File: config.mk
export PLATFORM = sky130hd
export DESIGN_NAME = fetch_unit
export DESIGN_NICKNAME = d
export VERILOG_FILES = /design/src/rtl/fetch_unit_pkg.sv /design/src/rtl/fetch_unit.sv
export SDC_FILE = /design/constraint.sdc
export NUM_CORES = 1
export LEC_CHECK = 0
export BUFFER_PORTS_ARGS = -buffer_cell sky130_fd_sc_hd__buf_2
export CAP_MARGIN = 25
export CORE_MARGIN = 8
export CORE_UTILIZATION = 35
export CTS_CLUSTER_DIAMETER = 60
export DETAILED_ROUTE_END_ITERATION = 8
export PLACE_DENSITY = 0.72
export SLEW_MARGIN = 20
export SYNTH_ARGS = -nofsm -noshare
export SYNTH_HDL_FRONTEND = slang
export SYNTH_SLANG_ARGS = --single-unit
File: constraint.sdc
create_clock -name clk -period 1.9 [get_ports clk]
set_input_delay 0.095 -clock clk [delete_from_list [all_inputs] [get_ports clk]]
set_output_delay 0.095 -clock clk [all_outputs]
set_load 0.005 [all_outputs]
File: src/rtl/fetch_unit_pkg.sv
// Shared fetch-unit definitions: FSM state encoding and the default reset PC.
// States are plain logic constants so legacy include-based code can reuse them.
package fetch_unit_pkg;

   localparam logic [31:0] RESET_PC_DEFAULT = 32'h0000_0000;

   typedef logic [2:0] fetch_state_t;

   localparam fetch_state_t S_REQ  = 3'd0;
   localparam fetch_state_t S_WAIT = 3'd1;
   localparam fetch_state_t S_HOLD = 3'd2;
   localparam fetch_state_t S_EXEC = 3'd3;
   localparam fetch_state_t S_HALT = 3'd4;

endpackage

File: src/rtl/fetch_unit.sv
// Single-issue fetch FSM owning the PC: request -> response -> decode handshake -> commit, 4-cycle minimum loop.
// Stalls in place on imem_req_ready/inst_ready low; at most one instruction in flight.
module fetch_unit
   import fetch_unit_pkg::*;
#(
   parameter logic [31:0] RESET_PC = RESET_PC_DEFAULT,
   parameter int          COUNT_W  = 32
) (
   input  logic               clk,
   input  logic               rst,
   input  logic               pc_load,
   input  logic [31:0]        next_pc,
   input  logic               halt_req,
   input  logic               resume,
   output logic               imem_req_valid,
   input  logic               imem_req_ready,
   output logic [31:0]        imem_addr,
   input  logic               imem_resp_valid,
   input  logic [31:0]        imem_resp_data,
   output logic               inst_valid,
   input  logic               inst_ready,
   output logic [31:0]        inst,
   output logic [31:0]        inst_pc,
   output logic               halted,
   output logic [COUNT_W-1:0] fetch_count
);

   fetch_state_t state;
   logic [31:0]  pc;

   always_ff @(posedge clk) begin
      if (rst) begin
         state       <= S_REQ;
         pc          <= RESET_PC;
         inst        <= 32'h0;
         inst_pc     <= 32'h0;
         fetch_count <= '0;
      end else begin
         case (state)
            S_REQ: begin
               if (imem_req_ready) state <= S_WAIT;
            end
            S_WAIT: begin
               if (imem_resp_valid) begin
                  inst    <= imem_resp_data;
                  inst_pc <= pc;
                  state   <= S_HOLD;
               end
            end
            S_HOLD: begin
               if (inst_ready) begin
                  fetch_count <= fetch_count + COUNT_W'(1);
                  state       <= S_EXEC;
               end
            end
            S_EXEC: begin
               if (pc_load) begin
                  pc    <= next_pc;
                  state <= halt_req ? S_HALT : S_REQ;
               end
            end
            S_HALT: begin
               // pc_load is deliberately not examined here: resume always wins
               if (resume) state <= S_REQ;
            end
            default: state <= S_REQ;
         endcase
      end
   end

   assign imem_req_valid = (state == S_REQ);
   assign imem_addr      = pc;
   assign inst_valid     = (state == S_HOLD);
   assign halted         = (state == S_HALT);

endmodule
==> impl_metrics.ini, run 1 <==
[timing]
hold_violations = 0
rsz0062_at_grt = true
setup_viol = 2
finalMaxSlewViolations = 0
fmax_mhz = 518.9
worstMarginPinSlew_ns = 0.5447
slew-limit-headroom = 0.6361
fin_ws_ns = -0.02725
fin_crit_ns = 1.927
fin_hold_ws_ns = 0.02778
finClkSkew_ns = 0.005923
fin_crit_sh = 1.014

[worst_setup_path]
cpLargestDelayFamily = simple AND/OR/NAND/NOR gates
critical_path_class = reg2reg
crit_buf_inv = 1
rr_endpoint = fetch_count[20]$_SDFFE_PP0P_
cp_cell_sequence = nand4_1 > or4_4 > buf_6 > or4_1 > a21oi_1
slowest_delay_ns = 0.57
regToRegSetupSlack_ns = -0.03
critPathLaunchType = flip-flop
critical_path.slowest_cell = or4_4
critical_path.max_fanout = 7
end_kind = flip-flop
critPathRequiredTime_ns = 2.24
arrival_ns = 2.26
reg2regPathDepth = 5
r2r-start = fetch_count[14]$_SDFFE_PP0P_

[layout]
area_growth_pct = 54.47
fin_util = 0.5434
final_nets = 983
fill_cells = 1313
drive_gt1_frac = 0.3243
instances_no_fill = 1108
finalInstanceArea_um2 = 7777

[power_and_ir_drop]
pwr_density_cell_nw_per_um2 = 839.7
leakagePower_nw = 3.309
peakVddDrop_mv = 0.5317
power_w = 0.006531

[synth]
synth-seq-area-share = 0.5209
syn_area_um2 = 5035
synthAdderAreaFrac = 0.002485
yosys.area_share.simple = 0.2597
synth_nets = 698
yosys-top-cells-area = dfxtp_1, nand2_1, a21oi_1
synth_top_area_cell = dfxtp_1
synth-seq-cells = 131
synth-compound-area-share = 0.1521
synthMuxAreaShare = 0.002237
avgSynthCellArea_um2 = 8.056
yosys_warnings = 0
syn_inst = 625
synthXorXnorAreaFrac = 0.01740
synth_cell_type_count = 38
synth_top_family_by_area = simple AND/OR/NAND/NOR gates
yosysTopAreaCellShare = 0.5209

[global_routing]
grt_pass1_wl_um = 26080
gr-total-overflow = 0
grt_usage = 0.1763
grt_max_degree = 73
antenna_found_initial = 2
grt_pass1_vias = 5263

[route]
routed_wirelength_um = 17020
ant_nets = 0
firstDrtPassIters = 5
detail_route.iter0.violations = 245
avgRoutedWirePerCell_um = 15.36
routed-via-count = 5433
drc = 0
via_per_inst = 4.903

[placed_design]
gp_congestion = 0.8043
dp.cells = 1002
dp_hpwl_um = 10440
dpl_cell_area_um2 = 6396
io_buffer_count = 202

[cts]
clock_path_buffers = 2
htree_levels = 4
clk_latency_ns = 0.41
clockRootBuffer = clkbuf_16
cts-buffers-inserted = 17
tritoncts = done
numClockSinks = 131
clk_pin_slew_worst_paths_ns = 0.06

[worst_hold_path]
hold_class = in2reg
min_delay_path_depth = 3
holdPathEnd = state[2]$_SDFFE_PP0P_
holdCritStartpoint = halt_req

[floorplan]
dieArea_um2 = 18480
core_um2 = 14310
rows = 44
die_h_um = 135.9
initial_core_util = 0.3517
ios = 203
die_x_um = 135.9

[outcome]
violations = negative setup slack
outcome = finished, violations left

[flow_run]
cap_violations = 0
[routing by layer]
metal	global-route usage	wire (um)	vias to the layer above
li1	-	-	2695
met1	0.1888	6519	2496
met2	0.3003	8514	201
met3	0.06837	1405	41
met4	0.08298	578	0
met5	0	0	-
[worst max-delay path by stage]
stage                                 start                      endpoint  cells past startpoint
3_5_place_dp   fetch_count[15]$_SDFFE_PP0P_  fetch_count[31]$_SDFFE_PP0P_                      5
5_1_grt        fetch_count[14]$_SDFFE_PP0P_  fetch_count[29]$_SDFFE_PP0P_                      5
2_1_floorplan  fetch_count[14]$_SDFFE_PP0P_  fetch_count[31]$_SDFFE_PP0P_                      5
6_report       fetch_count[14]$_SDFFE_PP0P_  fetch_count[20]$_SDFFE_PP0P_                      5
3_3_place_gp   fetch_count[15]$_SDFFE_PP0P_  fetch_count[31]$_SDFFE_PP0P_                      5
4_1_cts         fetch_count[9]$_SDFFE_PP0P_  fetch_count[20]$_SDFFE_PP0P_                      5
[worst reg2reg max path, stage by stage, from the launching register on]
cell and delay (ns):
dfxtp_1 0.33, nand4_1 0.13, or4_4 0.57, buf_6 0.16, or4_1 0.50, a21oi_1 0.17
[what timing repair did]
action	in CTS	in global routing
pin swaps	2	12
hold endpoints to repair	67	0
resized for setup	6	17
gates cloned	1	2
setup buffers	3	2
hold buffers	65	0
endpoints found under the setup margin	11	17
[per-stage QoR]
stage	TNS, ns	setup slack [ns]
4_1_cts	-0.08071	-0.02520
5_1_grt	-0.5722	-0.09992
6_report	-0.04351	-0.02725
3_5_place_dp	-0.1554	-0.08488
2_1_floorplan	-0.005168	-0.005168
3_3_place_gp	-0.06429	-0.06226
[cell type report]
type	instances	area, um^2	area share
sequential	131	2631	0.3383
multi-input combinational	444	2265	0.2912
timing repair buffer	310	2039	0.2622
clock buffer	21	450.4	0.05792
tap	184	230.2	0.02960
clock inverter	10	133.9	0.01721
inverter	6	22.52	0.002896
antenna	2	5.005	0.0006435
[state kept, by name, indices dropped and copies added, names as in the netlist]
register     cells
inst            32
inst_pc         32
imem_addr       32
fetch_count     32
state            3
[cell families (layout without fill, tap and decap cells)]
group | Yosys count | in the layout
AOI/OAI and AO/OA | 142 | 142
adders and majority gates | 1 | 1
DFF | 131 | 131
other | 0 | 2
muxes | 1 | 1
xor gates and xnor gates | 10 | 10
buffers and inverters | 52 | 347
and+or+nand+nor | 288 | 290
[cell usage in the layout (no fill, tap or decap), types with 10 or more instances in the layout]
master,instances
a21oi_1,114
buf_2,201
buf_4,37
clkbuf_16,17
dfxtp_1,124
dlygate4sd3_1,65
nand2_1,206
nand3_1,10
nor2_1,12
o31ai_1,13
or4_1,12
[synth_stat cells]
library cell / count
o21ai_0: 6
a21oi_1: 116
nand4bb_4: 1
clkbuf_1: 38
o31ai_1: 13
and4bb_2: 1
or3_1: 6
nor3_1: 4
or4_4: 1
nand4_2: 1
nor3b_1: 2
nand4_1: 8
or2_1: 1
inv_1: 6
buf_6: 4
nand2_1: 207
and3_1: 4
or3_4: 1
or4_1: 16
dfxtp_1: 131
nor4_1: 5
nor2_1: 12
and4_1: 2
nand3_1: 10
xnor2_1: 9
a2111oi_0: 1
mux2_2: 1
buf_1: 2
a211oi_1: 1
xor2_1: 1
nor2b_1: 4
buf_2: 2
o31a_1: 1
ha_1: 1
a21o_1: 1
and2_1: 2
a22oi_1: 2
o21ba_1: 1
[power breakdown]
part | leakage (nW) | internal, W | total (W) | switching [W]
logic | 1.97 | 0.000241 | 0.000487 | 0.000246
clock network | 0.283 | 0.00208 | 0.00322 | 0.00114
registers | 1.06 | 0.00279 | 0.00282 | 0.0000240
Power figures use the tool's default switching activity.
==> run 2: changes to the inputs <==
--- a/config.mk
+++ b/config.mk
@@ -11,7 +11,7 @@
 export CORE_UTILIZATION = 35
 export CTS_CLUSTER_DIAMETER = 60
 export DETAILED_ROUTE_END_ITERATION = 8
-export PLACE_DENSITY = 0.72
+export PLACE_DENSITY_LB_ADDON = 0.12
 export SLEW_MARGIN = 20
 export SYNTH_ARGS = -nofsm -noshare
 export SYNTH_HDL_FRONTEND = slang
==> run 2 against run 1 <==
  * Final area is 0.11% lower
  * The run still ends with negative setup slack left
  * Critical path depth stayed put
  * Wire length down 2.4%
  * Die area unchanged
  * Critical path type unchanged
  * Sequential power about the same
  * Clock skew grew 0.0019 ns
  * Clock power down 4%
  * Sequential share of layout area is 0.070 points higher
==> impl_metrics.ini, run 2 (same netlist as run 1, synthesis figures left out) <==
[worst_setup_path]
cp_cell_sequence = nand4_1 > or4_4 > buf_8 > or4_1 > a21oi_1
crit_buf_inv = 1
critical_path.slowest_cell = or4_4
arrival_ns = 2.28
critPathRequiredTime_ns = 2.24
critical_path.max_fanout = 13
cpLargestDelayFamily = simple AND/OR/NAND/NOR gates
critPathLaunchType = flip-flop
critical_path_class = reg2reg
end_kind = flip-flop
slowest_delay_ns = 0.56

[layout]
diodes = 0
seq_area_um2 = 2634
fill_cells = 1365
area_growth_pct = 54.30
multi_input_area_um2 = 2270
final_cell_mix = nand2_1, buf_2, dfxtp_1, a21oi_1, dlygate4sd3_1
final_common_cell = nand2_1
final_nets = 980
drive_gt1_frac = 0.3214

[timing]
fin_crit_sh = 1.024
worstMarginPinSlew_ns = 0.4790
setup_tns_ns = -0.2463
fin_ws_ns = -0.04653
fmax_mhz = 513.7
fin_crit_ns = 1.947
finClkSkew_ns = 0.007813
slew-limit-headroom = 0.6806
rsz0062_at_grt = true
setup_viol = 9
hold_violations = 0
finalMaxSlewViolations = 0

[floorplan]
die_x_um = 135.9
core_um2 = 14310
ios = 203
dieArea_um2 = 18480
initial_core_util = 0.3517
rows = 44
die_h_um = 135.9

[global_routing]
gr-total-overflow = 0
grt_pass1_vias = 5238
grt_pass1_wl_um = 26230
antenna_found_initial = 0
grt_usage = 0.1759
grt_max_degree = 65

[power_and_ir_drop]
pwr_density_cell_nw_per_um2 = 823.7
leakagePower_nw = 3.297
peakVddDrop_mv = 0.5396

[route]
drc = 0
route.met3.wl_um = 1242
detail_route.iter0.violations = 249
dr_wl_met2_um = 8227
firstDrtPassIters = 4
topRoutingLayerUsed = met4
via_per_inst = 4.845
wl_met1_um = 6769
routed_wirelength_um = 16600
ant_nets = 0
avgRoutedWirePerCell_um = 15.07
routed-via-count = 5339

[cts]
tritoncts = done
clock_path_buffers = 2
numClockSinks = 131
cts-buffers-inserted = 17
clk_pin_slew_worst_paths_ns = 0.05
clk_latency_ns = 0.41
htree_levels = 4
clockRootBuffer = clkbuf_16

[placed_design]
gp_congestion = 0.7935
dp_hpwl_um = 11050
io_buffer_count = 202
pre_cts_ws_ns = -0.1855

[flow_run]
cap_violations = 0

[outcome]
violations = negative setup slack
outcome = finished, violations left

[worst_hold_path]
hold_class = in2reg
==> run 2: cell count changes in the layout (fill, tap and decap cells not counted), sizes merged <==
| cell | previous run | this run |
|---|---|---|
| clkbuf | 21 | 25 |
| buf | 245 | 242 |
| clkinv | 5 | 2 |
| diode | 2 | 0 |
| bufinv | 3 | 2 |
| clkinvlp | 2 | 1 |
==> run 2: power breakdown <==
| group | internal, W | switching, W |
|---|---|---|
| registers | 0.00280 | 0.0000241 |
| clock network | 0.00198 | 0.00111 |
| logic | 0.000249 | 0.000242 |
| total | 0.00502 | 0.00137 |
==> run 2: per-stage QoR <==
| step | instance area, um^2 | std cells | hold slack (ns) | power (W) | utilization |
|---|---|---|---|---|---|
| floorplan | 5039 | 625 | 0.2310 | 0.003059 | - |
| global placement | 6439 | 1001 | 0.3345 | 0.003255 | 0.4498 |
| detailed placement | 6439 | 1001 | 0.3438 | 0.003262 | 0.4498 |
| CTS | 7704 | 1099 | 0.01883 | 0.006462 | 0.5382 |
| global route | 7769 | 1102 | 0.04439 | 0.006656 | 0.5427 |
| finish | 7769 | 1102 | 0.03327 | 0.006399 | 0.5427 |
==> run 2: cell type report <==
type | count | share of cell area
flip-flops and latches | 131 | 0.3390
clock buffers | 25 | 0.06120
inverters | 6 | 0.002899
well taps | 184 | 0.02963
repair buffers | 307 | 0.2651
clock inverters | 5 | 0.009986
multi-input cells | 444 | 0.2922
==> run 2: per-layer routing <==
layer,vias up,global-route usage
met2,162,0.2937
met1,2468,0.2027
li1,2681,-
met3,28,0.06171
met5,-,0
met4,0,0.06772
==> run 2: worst paths after layout <==
check                           cells past startpoint  slack, ns                      endpoint                         start
worst min-delay path                                4       0.03         state[2]$_SDFFE_PP0P_                        resume
worst max-delay path                                5      -0.05  fetch_count[23]$_SDFFE_PP0P_  fetch_count[15]$_SDFFE_PP0P_
worst max register to register                      5      -0.05  fetch_count[23]$_SDFFE_PP0P_  fetch_count[15]$_SDFFE_PP0P_
worst min register to register                      2       0.45      inst_pc[31]$_SDFFE_PP0P_      inst_pc[31]$_SDFFE_PP0P_
==> run 2: worst register-to-register path, delay by kind of cell (launching register included) <==
| family | cells | cell delay, ns |
|---|---|---|
| AND/OR/NAND/NOR | 3 | 1.23 |
| flip-flops | 1 | 0.33 |
| buffers and inverters | 1 | 0.16 |
| AO/OA/AOI/OAI | 1 | 0.15 |
==> run 2: what timing repair did <==
item,CTS,global route
hold buffers,65,0
gates cloned,0,2
endpoints found under the setup margin,9,15
endpoints found under the hold margin,65,0
resized for setup,11,12
buffers inserted,3,1
pin swaps,8,4
